===== src/rtl/game_flow_ctrl_pkg.sv =====
// Shared types for the game-flow controller: game state and difficulty phase encodings.
package game_flow_ctrl_pkg;

   typedef enum logic [2:0] {
      GameIdle    = 3'd0,
      GamePlaying = 3'd1,
      GameVictory = 3'd2,
      GameDefeat  = 3'd3,
      GameError   = 3'd4
   } game_state_e;

   typedef enum logic [1:0] {
      Phase1 = 2'd0,
      Phase2 = 2'd1,
      Phase3 = 2'd2,
      Phase4 = 2'd3
   } phase_e;

   // Phase only ratchets upward within a game.
   function automatic phase_e phase_max(phase_e cur, phase_e tgt);
      return (tgt > cur) ? tgt : cur;
   endfunction

endpackage


===== src/rtl/game_flow_ctrl_popcount.sv =====
// Combinational count of set enemy-alive flags.
module game_flow_ctrl_popcount #(
   parameter int unsigned NUM_ENEMY = 16,
   parameter int unsigned CNT_W     = $clog2(NUM_ENEMY + 1)
) (
   input  logic [NUM_ENEMY-1:0] alive,
   output logic [CNT_W-1:0]     count
);

   always_comb begin
      count = '0;
      for (int i = 0; i < NUM_ENEMY; i++) begin
         count = count + CNT_W'(alive[i]);
      end
   end

endmodule


===== src/rtl/game_flow_ctrl.sv =====
// Game-flow controller: game state, lives with post-hit invulnerability, alive count and
// monotonic difficulty phase.
module game_flow_ctrl
   import game_flow_ctrl_pkg::*;
#(
   parameter int unsigned NUM_ENEMY     = 16,
   parameter int unsigned LIVES         = 3,
   parameter int unsigned INVULN_FRAMES = 60,
   parameter int unsigned PH2_ALIVE     = 12,
   parameter int unsigned PH3_ALIVE     = 8,
   parameter int unsigned PH4_ALIVE     = 4,
   localparam int unsigned CNT_W        = $clog2(NUM_ENEMY + 1),
   localparam int unsigned LIFE_W       = $clog2(LIVES + 1),
   localparam int unsigned INV_W        = $clog2(INVULN_FRAMES + 1)
) (
   input  logic                 clk,
   input  logic                 rst_n,
   input  logic                 start_i,
   input  logic                 frame_tick_i,
   input  logic [NUM_ENEMY-1:0] enemy_alive_i,
   input  logic                 player_hit_i,
   output logic [2:0]           game_state_o,
   output logic [1:0]           phase_o,
   output logic [LIFE_W-1:0]    lives_o,
   output logic [CNT_W-1:0]     alive_cnt_o,
   output logic                 invuln_o,
   output logic                 spawn_o
);

   game_state_e      state;
   phase_e           phase;
   phase_e           target;
   logic             armed;
   logic [CNT_W-1:0] pop_cnt;
   logic [CNT_W-1:0] prev_cnt;
   logic [INV_W-1:0] inv_cnt;
   logic             playing, hit_ok, fatal, resurrect, cleared;

   game_flow_ctrl_popcount #(
      .NUM_ENEMY (NUM_ENEMY),
      .CNT_W     (CNT_W)
   ) u_popcount (
      .alive (enemy_alive_i),
      .count (pop_cnt)
   );

   assign playing   = (state == GamePlaying);
   assign hit_ok    = playing && player_hit_i && !invuln_o;
   assign fatal     = hit_ok && (lives_o == LIFE_W'(1));
   assign resurrect = playing && armed && (alive_cnt_o > prev_cnt);
   assign cleared   = playing && armed && (alive_cnt_o == '0);

   always_comb begin
      target = Phase1;
      if (alive_cnt_o <= CNT_W'(PH4_ALIVE))      target = Phase4;
      else if (alive_cnt_o <= CNT_W'(PH3_ALIVE)) target = Phase3;
      else if (alive_cnt_o <= CNT_W'(PH2_ALIVE)) target = Phase2;
   end

   always_ff @(posedge clk or negedge rst_n) begin
      if (!rst_n) begin
         state       <= GameIdle;
         phase       <= Phase1;
         lives_o     <= '0;
         alive_cnt_o <= '0;
         prev_cnt    <= '0;
         armed       <= 1'b0;
         spawn_o     <= 1'b0;
      end else begin
         alive_cnt_o <= pop_cnt;
         prev_cnt    <= alive_cnt_o;
         spawn_o     <= 1'b0;
         unique case (state)
            GameIdle: begin
               if (start_i) begin
                  state   <= GamePlaying;
                  spawn_o <= 1'b1;
                  lives_o <= LIFE_W'(LIVES);
                  phase   <= Phase1;
                  armed   <= 1'b0;
               end
            end
            GamePlaying: begin
               if (alive_cnt_o == CNT_W'(NUM_ENEMY)) armed <= 1'b1;
               if (armed) phase <= phase_max(phase, target);
               if (resurrect) begin
                  state <= GameError;
               end else begin
                  if (hit_ok) lives_o <= lives_o - LIFE_W'(1);
                  if (fatal) state <= GameDefeat;
                  else if (cleared) state <= GameVictory;
               end
            end
            default: begin
               if (start_i) state <= GameIdle;
            end
         endcase
      end
   end

   // A hit reloads the full window even when a frame tick lands on the same cycle.
   always_ff @(posedge clk or negedge rst_n) begin
      if (!rst_n) begin
         invuln_o <= 1'b0;
         inv_cnt  <= '0;
      end else if (!playing || resurrect || fatal || cleared) begin
         invuln_o <= 1'b0;
         inv_cnt  <= '0;
      end else if (hit_ok) begin
         invuln_o <= 1'b1;
         inv_cnt  <= INV_W'(INVULN_FRAMES);
      end else if (invuln_o && frame_tick_i) begin
         inv_cnt <= inv_cnt - INV_W'(1);
         if (inv_cnt == INV_W'(1)) invuln_o <= 1'b0;
      end
   end

   assign game_state_o = state;
   assign phase_o      = phase;

endmodule

===== config.mk =====
export PLATFORM = sky130hd
export DESIGN_NAME = game_flow_ctrl
export DESIGN_NICKNAME = d
export VERILOG_FILES = /design/src/rtl/game_flow_ctrl_pkg.sv /design/src/rtl/game_flow_ctrl_popcount.sv /design/src/rtl/game_flow_ctrl.sv
export SDC_FILE = /design/constraint.sdc
export NUM_CORES = 1
export LEC_CHECK = 0
export CAP_MARGIN = 30
export CORE_UTILIZATION = 35
export CTS_BUF_LIST = sky130_fd_sc_hd__clkbuf_2 sky130_fd_sc_hd__clkbuf_4 sky130_fd_sc_hd__clkbuf_8
export DETAILED_ROUTE_END_ITERATION = 10
export HOLD_SLACK_MARGIN = 0.08
export PLACE_DENSITY_LB_ADDON = 0.08
export REMOVE_ABC_BUFFERS = 1
export SYNTH_ARGS = -nofsm -noshare
export SYNTH_HDL_FRONTEND = slang
export SYNTH_HIERARCHICAL = 1
export SYNTH_SLANG_ARGS = --single-unit

===== constraint.sdc =====
create_clock -name clk -period 2.15 [get_ports clk]
set_input_delay 0.215 -clock clk [delete_from_list [all_inputs] [get_ports clk]]
set_output_delay 0.215 -clock clk [all_outputs]
set_load 0.005 [all_outputs]

Yosys cells after proc, flatten, opt, wreduce, memory -nomap -nowiden
Index checks and enable logic that the tools add are counted.
- add/sub/neg operators: 17
- $lt $le $gt $ge: 5
- equality and inequality tests: 11
- multiplexer cells: 29
- reductions and logical operators: 23
- operators with widths (cell ; number):
    adder 5 x 1 -> 5 bit ; 14
    2-to-1 mux 6 bit ; 3
    2-to-1 mux 2 bit ; 8
    2-to-1 mux 3 bit ; 5
    <= comparator 5 x 4 -> 1 bit (second input constant) ; 2
    2-to-1 mux 1 bit ; 9
    case mux 2 bit (2 select lines) ; 2
    AND reduction 4 bit ; 2
    logical AND 1 bit ; 7
    == test 6 x 1 -> 1 bit (second input constant) ; 1
    != test 2 x 1 -> 1 bit (second input constant) ; 3
    != test 2 bit (second input constant) ; 3
    case mux 3 bit (2 select lines) ; 1
    AND reduction 3 bit ; 2
    nonzero test 3 bit ; 2
    subtractor 6 x 1 -> 6 bit (second input constant) ; 1
    == test 5 bit (second input constant) ; 1
    > comparator 5 bit ; 1
    <= comparator 5 x 3 -> 1 bit (second input constant) ; 1
    zero test 5 bit ; 1
    != test 4 x 1 -> 1 bit (second input constant) ; 1
    nonzero test 2 bit ; 2
    == test 3 x 1 -> 1 bit (second input constant) ; 1
    zero test 3 bit ; 1
    8 further kinds ; 11
- register bits after elaboration: 26
- bits of input ports: 21
- output and inout bits: 14
- logic and storage cells: 94

Depth between registers and ports, before layout
Gate-level depths: netlist (run 1).
- depth after elaboration: 15
- mapped depth: 12
- mapped depth without buffers: 12

By module
Netlist (run 1), hierarchy kept.
- modules (own cells, without submodules) (module ; instances ; cells each ; area an instance (µm²) ; seq. area each (µm²)):
    game_flow_ctrl ; 1 ; 116 ; 1290.0 ; 650.6
    game_flow_ctrl_popcount ; 1 ; 47 ; 407.9 ; 0.0

Worst setup path after synthesis (run 1)
OpenSTA, ideal clock, no wires.
- path type: input port to flip-flop
- start point: in enemy_alive_i[0]
- end point: reg alive_cnt_o[4]
- library setup time: 0.064 ns
- arrival: 3.013 ns
- data required time: 2.086 ns
- setup slack: -0.927 ns
- cell stages on the path: 11
- buffers on the path: 0
- path through: inv_1 > fa_1 > fa_1 > fa_1 > fa_1 > inv_1 > ha_1 > inv_1 > fa_1 > nor2b_1 > o21a_1
- cells in the longest elaborated chain, start to end: 15
- ends and longest elaborated chain (what ; RTL line ; RTL):
    start, declared ; game_flow_ctrl.sv:20 ; input logic [NUM_ENEMY-1:0] enemy_alive_i,
    adder 1 x 1 -> 2 bit ; game_flow_ctrl_popcount.sv:13 ; count = count + CNT_W'(alive[i]);
    adder 5 x 1 -> 5 bit (14 in series) ; game_flow_ctrl_popcount.sv:13 ;
    via pop_cnt[4] ; game_flow_ctrl.sv:34 ; logic [CNT_W-1:0] pop_cnt;
    end signal, assigned ; game_flow_ctrl.sv:70 ; alive_cnt_o <= pop_cnt;
    end, declared ; game_flow_ctrl.sv:25 ; output logic [CNT_W-1:0] alive_cnt_o,
The timed path passes the listed nets, and every way through them passes these cells.
A chain may end at the register's enable or synchronous reset.

Worst setup path in the final report (run 1)
- start point: in enemy_alive_i[9]
- end point: reg alive_cnt_o[1]
- cells in the longest elaborated chain, start to end: 7
- ends and longest elaborated chain (what ; RTL line):
    adder 5 x 1 -> 5 bit (7 in series) ; game_flow_ctrl_popcount.sv:13
    via pop_cnt[1] ; game_flow_ctrl.sv:34
The timed path passes the listed nets, and every way through them passes these cells.

==> results by group, run 1 <==
Status
  • Outcome: complete, but fails checks
  • Failing checks: setup timing

Pwr
  • Power density cells: 1280 nW/um2
  • Leakage power: 1.09 nW
  • Total power: 2.89 mW
  • Max IR drop VDD: 0.551 mV

Clock network
  • Total CTS buffers: 3
  • Latest clock arrival within the worst-skew pair: 0.27 ns
  • CTS tree: done
  • CTS Buffer Depth: 2
  • Sink Count: 26
  • Clock Pin Slew Worst Setup and Hold Paths: 0.10 ns
  • Root buf cell: clkbuf_8
  • H-Tree Depth: 1
  • Post-CTS Setup Repair Bufs: 0

Logic synthesis
  • Mapped Area: 1700 um2
  • Synthesized flop and latch total: 26
  • Leading area contributor after synthesis: dfrtp_1
  • Yosys cell types: 40
  • YS warnings: 6
  • Yosys top cell area share: 38.3%
  • Area contributors post-synth: dfrtp_1, fa_1, ha_1
  • Avg Synthesized Cell Area: 10.4 um2
  • Seq/Total Area, Yosys: 38.3%
  • Synth Instances: 163

Drt
  • Vias: 1,279
  • Wire length per cell: 12.4 um
  • DR DRC count: 0
  • Detailed Routing Iterations Pass 1: 4
  • DRT antenna net count: 0
  • Initial DRC Count: 80
  • Final Routed Wirelength: 3230 um
  • Drt via density: 4.90

Timing
  • Unrepaired setup endpoints after global routing: true
  • Final Hold Vio Count: 0
  • Final worst slack: -0.767 ns
  • Crit share post-route: 136%
  • Min cycle time layout: 2.92 ns
  • Slew HR: 77.1%
  • Max Clk Rate: 343 MHz
  • Final setup TNS: -3.25 ns
  • Max Slew Vio Count: 0
  • Fin Clk Skew: 0.0120 ns
  • Slew @ Worst Pin: 0.344 ns
  • Hold slack final: 0.302 ns
  • Final setup fails: 5

Placed design
  • Setup slack at placement: -1.53 ns
  • Port Buf Inserts: 34
  • Final RePlAce weighted congestion: 0.812
  • Inst Count DP: 257
  • Post-DP HPWL: 2670 um
  • Post-Place Cell Area: 2160 um2

Finish
  • Fin area: 2250 um2
  • # fillers: 425
  • Diode count: 0
  • Final Core Density: 50.0%
  • Final nets: 256
  • Fraction of layout instances using a drive strength above 1: 23.4%
  • Syn-to-layout area delta: 32.6%
  • Fin cells: 261

Setup path
  • Top delay family on crit path: adder cells
  • Maximum fanout along the worst path: 2
  • Critical register-to-register path startpoint: alive_cnt_o[2]$_DFF_PN0_
  • Critical path class: input port to flip-flop
  • Crit path launch: enemy_alive_i[9]
  • WP buf/inv: 5
  • Critical Path RT: 2.33 ns
  • Worst EP arrival: 3.10 ns
  • CP Cell Sequence: buf_6 -> inv_4 -> fa_1 -> fa_2 -> fa_2 -> fa_2 -> inv_2 -> ha_4 -> inv_2 -> fa_2 -> inv_2
  • Crit-path slowest cell: fa_1
  • Critical Path Stages: 11
  • CP endpoint kind: flip-flop
  • Critical path launch point type: input port
  • R2r worst-path depth: 5
  • Crit-path max cell delay: 0.56 ns
  • Most Frequent Cell on Critical Path: fa_2

Floorplan
  • IO Pins: 35
  • Die area: 5130 um2
  • Core area: 4500 um2
  • Chip Height: 71.7 um
  • Core Rows: 24
  • Initial core utilization: 37.7%
  • Die Wd: 71.7 um

Flow run
  • Max Cap Violations: 0

GRT
  • First-pass GRT wire length: 5730 um
  • Total global-route track usage: 14.4%
  • Number of global-route vias before repair: 1,289
  • GR Overflow Total: 0
  • Largest net degree at the start of global routing: 27
  • Antenna violations before repair: 0

Worst hold path
  • HP Class: input port to async pin
## flip-flops by register name, summed over array words and instances (netlist names)
signal and flops:
inv_cnt 6, alive_cnt_o 5, prev_cnt 5, game_state_o 3
lives_o 2, phase_o 2, armed 1, invuln_o 1
spawn_o 1
## where the power goes
group          leakage [nW]  internal (mW)  total, mW  switching (mW)
Combinational         0.731          0.866       1.62           0.757
Sequential            0.324          0.696      0.856           0.160
Clock                0.0357          0.249      0.407           0.158
## cell families (layout without fill, tap and decap cells)
group                    count (synthesis)  in the layout  share of synthesized area, %
flip-flops                              26             26                          38.3
buffers and inverters                   43             89                          9.51
AO/OA/AOI/OAI                           26             26                          10.9
AND/OR/NAND/NOR                         34             34                          13.5
XOR/XNOR                                 6              6                          3.10
multiplexers                             3              3                          1.84
adder cells (fa/ha/maj)                 25             25                          22.8
## repair_timing
action	4_1_cts	5_1_grt
pin swaps	13	10
hold buffers	0	0
gates resized for setup	49	5
endpoints found under the setup margin	5	5
## path summary, 6_finish.rpt
path | slack, ns | endpoint
worst max-delay path | -0.77 | alive_cnt_o[1]$_DFF_PN0_
worst min-delay path | 0.30 | phase_o[0]$_DFFE_PN0P_
worst max register to register | 0.13 | phase_o[1]$_DFFE_PN0P_
worst min register to register | 0.47 | prev_cnt[0]$_DFF_PN0_
max in group asynchronous | 1.57 | inv_cnt[5]$_DFFE_PN0P_
min in group clk | 0.47 | prev_cnt[0]$_DFF_PN0_
## layer usage
layer  global-route usage [%]  wire, um  vias up
met3                     1.83        86        4
met2                     23.6      1560       32
met1                     19.3      1530      617
li1                         -         -      626
met5                        0         0        -
met4                     5.88        53        0
## synthesized netlist by cell type (all sizes together)
master,n
a211o,1
a211oi,1
a21boi,1
a21o,2
a21oi,9
a311o,1
a311oi,1
and2,1
and3,3
dfrtp,26
fa,10
ha,15
inv,43
mux2,1
mux2i,2
nand2,4
nand3,4
nand3b,4
nor2,4
nor2b,2
nor3,7
nor3b,1
nor4,1
o211ai,1
o21a,2
o21ai,3
o32a,2
o32ai,1
o41ai,1
or3,2
or4,1
xnor2,5
xor2,1
## cell type report
cell class	count	area, um2	share of cell area (%)
Clock inverter	1	30.0	1.33
Clock buffer	3	41.3	1.83
Tap cell	52	65.1	2.89
Timing Repair Buffer	42	393	17.4
Multi-Input combinational cell	94	908	40.3
Sequential cell	26	651	28.9
Inverter	43	164	7.28
## layout by cell type, fill, tap and decap left out, types with 2 or more instances in the layout
cell             Yosys  final
inv_1               43     32
dfrtp_1             26     26
clkdlybuf4s50_1      0     25
ha_1                15     14
inv_2                0     10
a21oi_1              8      8
buf_4                0      8
nor3_1               7      7
buf_6                0      6
fa_1                10      6
xnor2_1              5      5
nand3b_1             4      4
fa_2                 0      4
nand2_1              3      3
nand3_1              3      3
nor2_1               3      3
clkbuf_8             0      3
buf_2                0      3
or3_4                2      2
o21ai_0              2      2
nor2b_1              2      2
and3_1               2      2
mux2i_1              2      2
o32a_2               2      2
o21a_1               2      2
No activity file was read; power rests on OpenSTA's default activity.
==> run 2: changes to the inputs <==
Settings changed: SYNTH_HIERARCHICAL 1 to default.
==> results by group, run 2 <==
Status
  • Outcome: complete, but fails checks
  • Failing checks: setup timing

Floorplan
  • Chip Height: 71.7 um
  • Core area: 4500 um2
  • Die area: 5140 um2
  • Core Rows: 24
  • Initial core utilization: 37.7%
  • Die Wd: 71.7 um
  • IO Pins: 35

Setup path
  • Critical register-to-register path startpoint: alive_cnt_o[0]$_DFF_PN0_
  • Critical path launch point type: input port
  • Worst EP arrival: 3.56 ns
  • Crit-path max cell delay: 0.52 ns
  • Most Frequent Cell on Critical Path: fa_1
  • Reg2Reg Setup Slack: 0.06 ns
  • CP Cell Sequence: buf_6 -> ha_4 -> inv_2 -> fa_1 -> fa_1 -> fa_1 -> fa_1 -> fa_2 -> fa_2 -> nor2b_1 -> o21a_1
  • Maximum fanout along the worst path: 2
  • CP endpoint kind: flip-flop
  • Crit path launch: enemy_alive_i[0]
  • R2r worst-path depth: 7
  • WP buf/inv: 2
  • Critical path class: input port to flip-flop
  • Critical Path RT: 2.37 ns
  • Critical Path Stages: 11
  • Top delay family on crit path: adder cells
  • Crit-path slowest cell: fa_1

GRT
  • Grt met2 use: 27.0%
  • Top Usage Layer GRT: met2
  • GR Layer Usage met1: 18.0%
  • Antenna violations before repair: 0
  • First-pass GRT wire length: 5920 um
  • Total global-route track usage: 14.9%
  • Number of global-route vias before repair: 1,334
  • Largest net degree at the start of global routing: 27
  • GR Overflow Total: 0
  • GR met3 Demand/Resource: 1.69%

Clock network
  • CTS Buffer Depth: 2
  • Latest clock arrival within the worst-skew pair: 0.27 ns
  • Total CTS buffers: 3
  • Clock Pin Slew Worst Setup and Hold Paths: 0.09 ns
  • Root buf cell: clkbuf_8
  • # hold bufs at CTS: 0
  • CTS tree: done
  • Sink Count: 26
  • H-Tree Depth: 1

Drt
  • Final Routed Wirelength: 3410 um
  • Vias: 1,296
  • Detailed Routing Iterations Pass 1: 2
  • DRT antenna net count: 0
  • Wire length per cell: 12.5 um
  • Drt via density: 4.76
  • Initial DRC Count: 45
  • DR DRC count: 0

Finish
  • Syn-to-layout area delta: 39.2%
  • Fin cells: 272
  • Commonest non-fill, non-tap cell in the layout: inv_1
  • Max FFs per register: 6
  • Final nets: 267
  • Commonest non-fill, non-tap cells in the layout: inv_1, clkdlybuf4s50_1, dfrtp_1, buf_4, ha_1
  • Diode count: 0
  • Largest regs: inv_cnt: 6 flops, alive_cnt_o: 5 flops, prev_cnt: 5 flops
  • Fraction of layout instances using a drive strength above 1: 21.4%
  • Largest register by flop count: inv_cnt
  • # fillers: 398

Logic synthesis
  • YS warnings: 0
  • Yosys cell types: 36
  • Avg Synthesized Cell Area: 10.4 um2
  • Most common cell in the netlist: inv_1
  • Ys async rst share: 100%
  • Top cells by instance count after synthesis: inv_1, dfrtp_1, ha_1, a21oi_1, fa_1
  • Mapped Area: 1700 um2
  • Most used DFF post-synth: dfrtp_1
  • Post-synth EDFFs: 0
  • Seq/Total Area, Yosys: 38.3%
  • Yosys top cell area share: 38.3%
  • Leading area contributor after synthesis: dfrtp_1
  • Area contributors post-synth: dfrtp_1, fa_1, ha_1
  • Synthesized flop and latch total: 26
  • Synth Instances: 163

Timing
  • Crit share post-route: 155%
  • Fin Clk Skew: 0.00237 ns
  • Max Clk Rate: 299 MHz
  • Final setup TNS: -5.15 ns
  • Min cycle time layout: 3.34 ns
  • Final setup fails: 5
  • Final worst slack: -1.19 ns
  • Max Slew Vio Count: 0
  • Unrepaired setup endpoints after global routing: true
  • Final Hold Vio Count: 0
  • Slew HR: 73.6%
  • Slew @ Worst Pin: 0.396 ns

Pwr
  • Max IR drop VDD: 0.491 mV
  • Power density cells: 1320 nW/um2
  • Leakage power: 1.14 nW

Worst hold path
  • HP Class: input port to async pin

Placed design
  • Port Buf Inserts: 34
  • Final RePlAce weighted congestion: 0.731
  • Inst Count DP: 259
  • Post-DP HPWL: 2610 um

Flow run
  • Max Cap Violations: 0
-- run 2: where the power goes --
part	total, mW	internal (mW)	switching, mW	leakage [nW]
sequential	0.871	0.694	0.177	0.327
combinational	1.92	1.08	0.844	0.786
clock	0.320	0.164	0.156	0.0288
total	3.11	1.93	1.18	1.14
-- run 2: path summary, 6_finish.rpt --
path                                            end
setup / recovery           alive_cnt_o[4]$_DFF_PN0_
hold / removal               phase_o[1]$_DFFE_PN0P_
setup reg to reg             phase_o[1]$_DFFE_PN0P_
hold reg to reg               prev_cnt[3]$_DFF_PN0_
max in group asynchronous    phase_o[0]$_DFFE_PN0P_
min in group clk              prev_cnt[3]$_DFF_PN0_
-- run 2: cell families after synthesis --
family / Yosys count / share of synthesized area (%)
AO/OA/AOI/OAI: 30 / 11.3
XOR/XNOR: 6 / 3.09
adder cells (fa/ha/maj): 25 / 22.8
buffers and inverters: 37 / 8.17
flip-flops: 26 / 38.3
multiplexers: 4 / 2.72
AND/OR/NAND/NOR: 35 / 13.6
-- run 2: worst register-to-register path: stages, from the launching register on --
cell and delay (ns):
dfrtp_1 0.41, or4b_4 0.53, nand3b_1 0.14, buf_4 0.14, ha_4 0.20, a21oi_2 0.14, nand3_2 0.10, mux2_4 0.31
-- run 2: final cells by class --
type	count	area, um2	share of cell area (%)
clock buffers	4	55.1	2.33
inverters	37	139	5.87
multi-input cells	100	976	41.3
flip-flops and latches	26	651	27.5
well taps	52	65.1	2.75
repair buffers	53	479	20.3
-- run 2: timing repair --
| action | in CTS | in global routing |
|---|---|---|
| setup endpoints to repair | 6 | 7 |
| setup buffers | 8 | 1 |
| resized for setup | 23 | 4 |
| pin swaps | 14 | 4 |
-- run 2: stage by stage --
stage / setup slack, ns / area (um2) / total power, mW / utilization [%] / hold slack (ns)
after floorplan: -1.33 / 1700 / 1.86 / - / -0.0806
after global placement: -1.83 / 2180 / 2.43 / 48.4 / 0.496
after detailed placement: -1.95 / 2180 / 2.49 / 48.4 / 0.492
after CTS: -1.26 / 2330 / 3.03 / 51.7 / 0.322
after global routing: -1.29 / 2360 / 3.42 / 52.5 / 0.338
final: -1.19 / 2360 / 3.11 / 52.5 / 0.303
-- run 2: layer usage --
layer / part of all wire [%] / vias to the layer above
met5: 0 / -
met4: 1.6 / 0
met3: 2.5 / 4
met2: 52 / 29
met1: 44 / 610
li1: - / 653
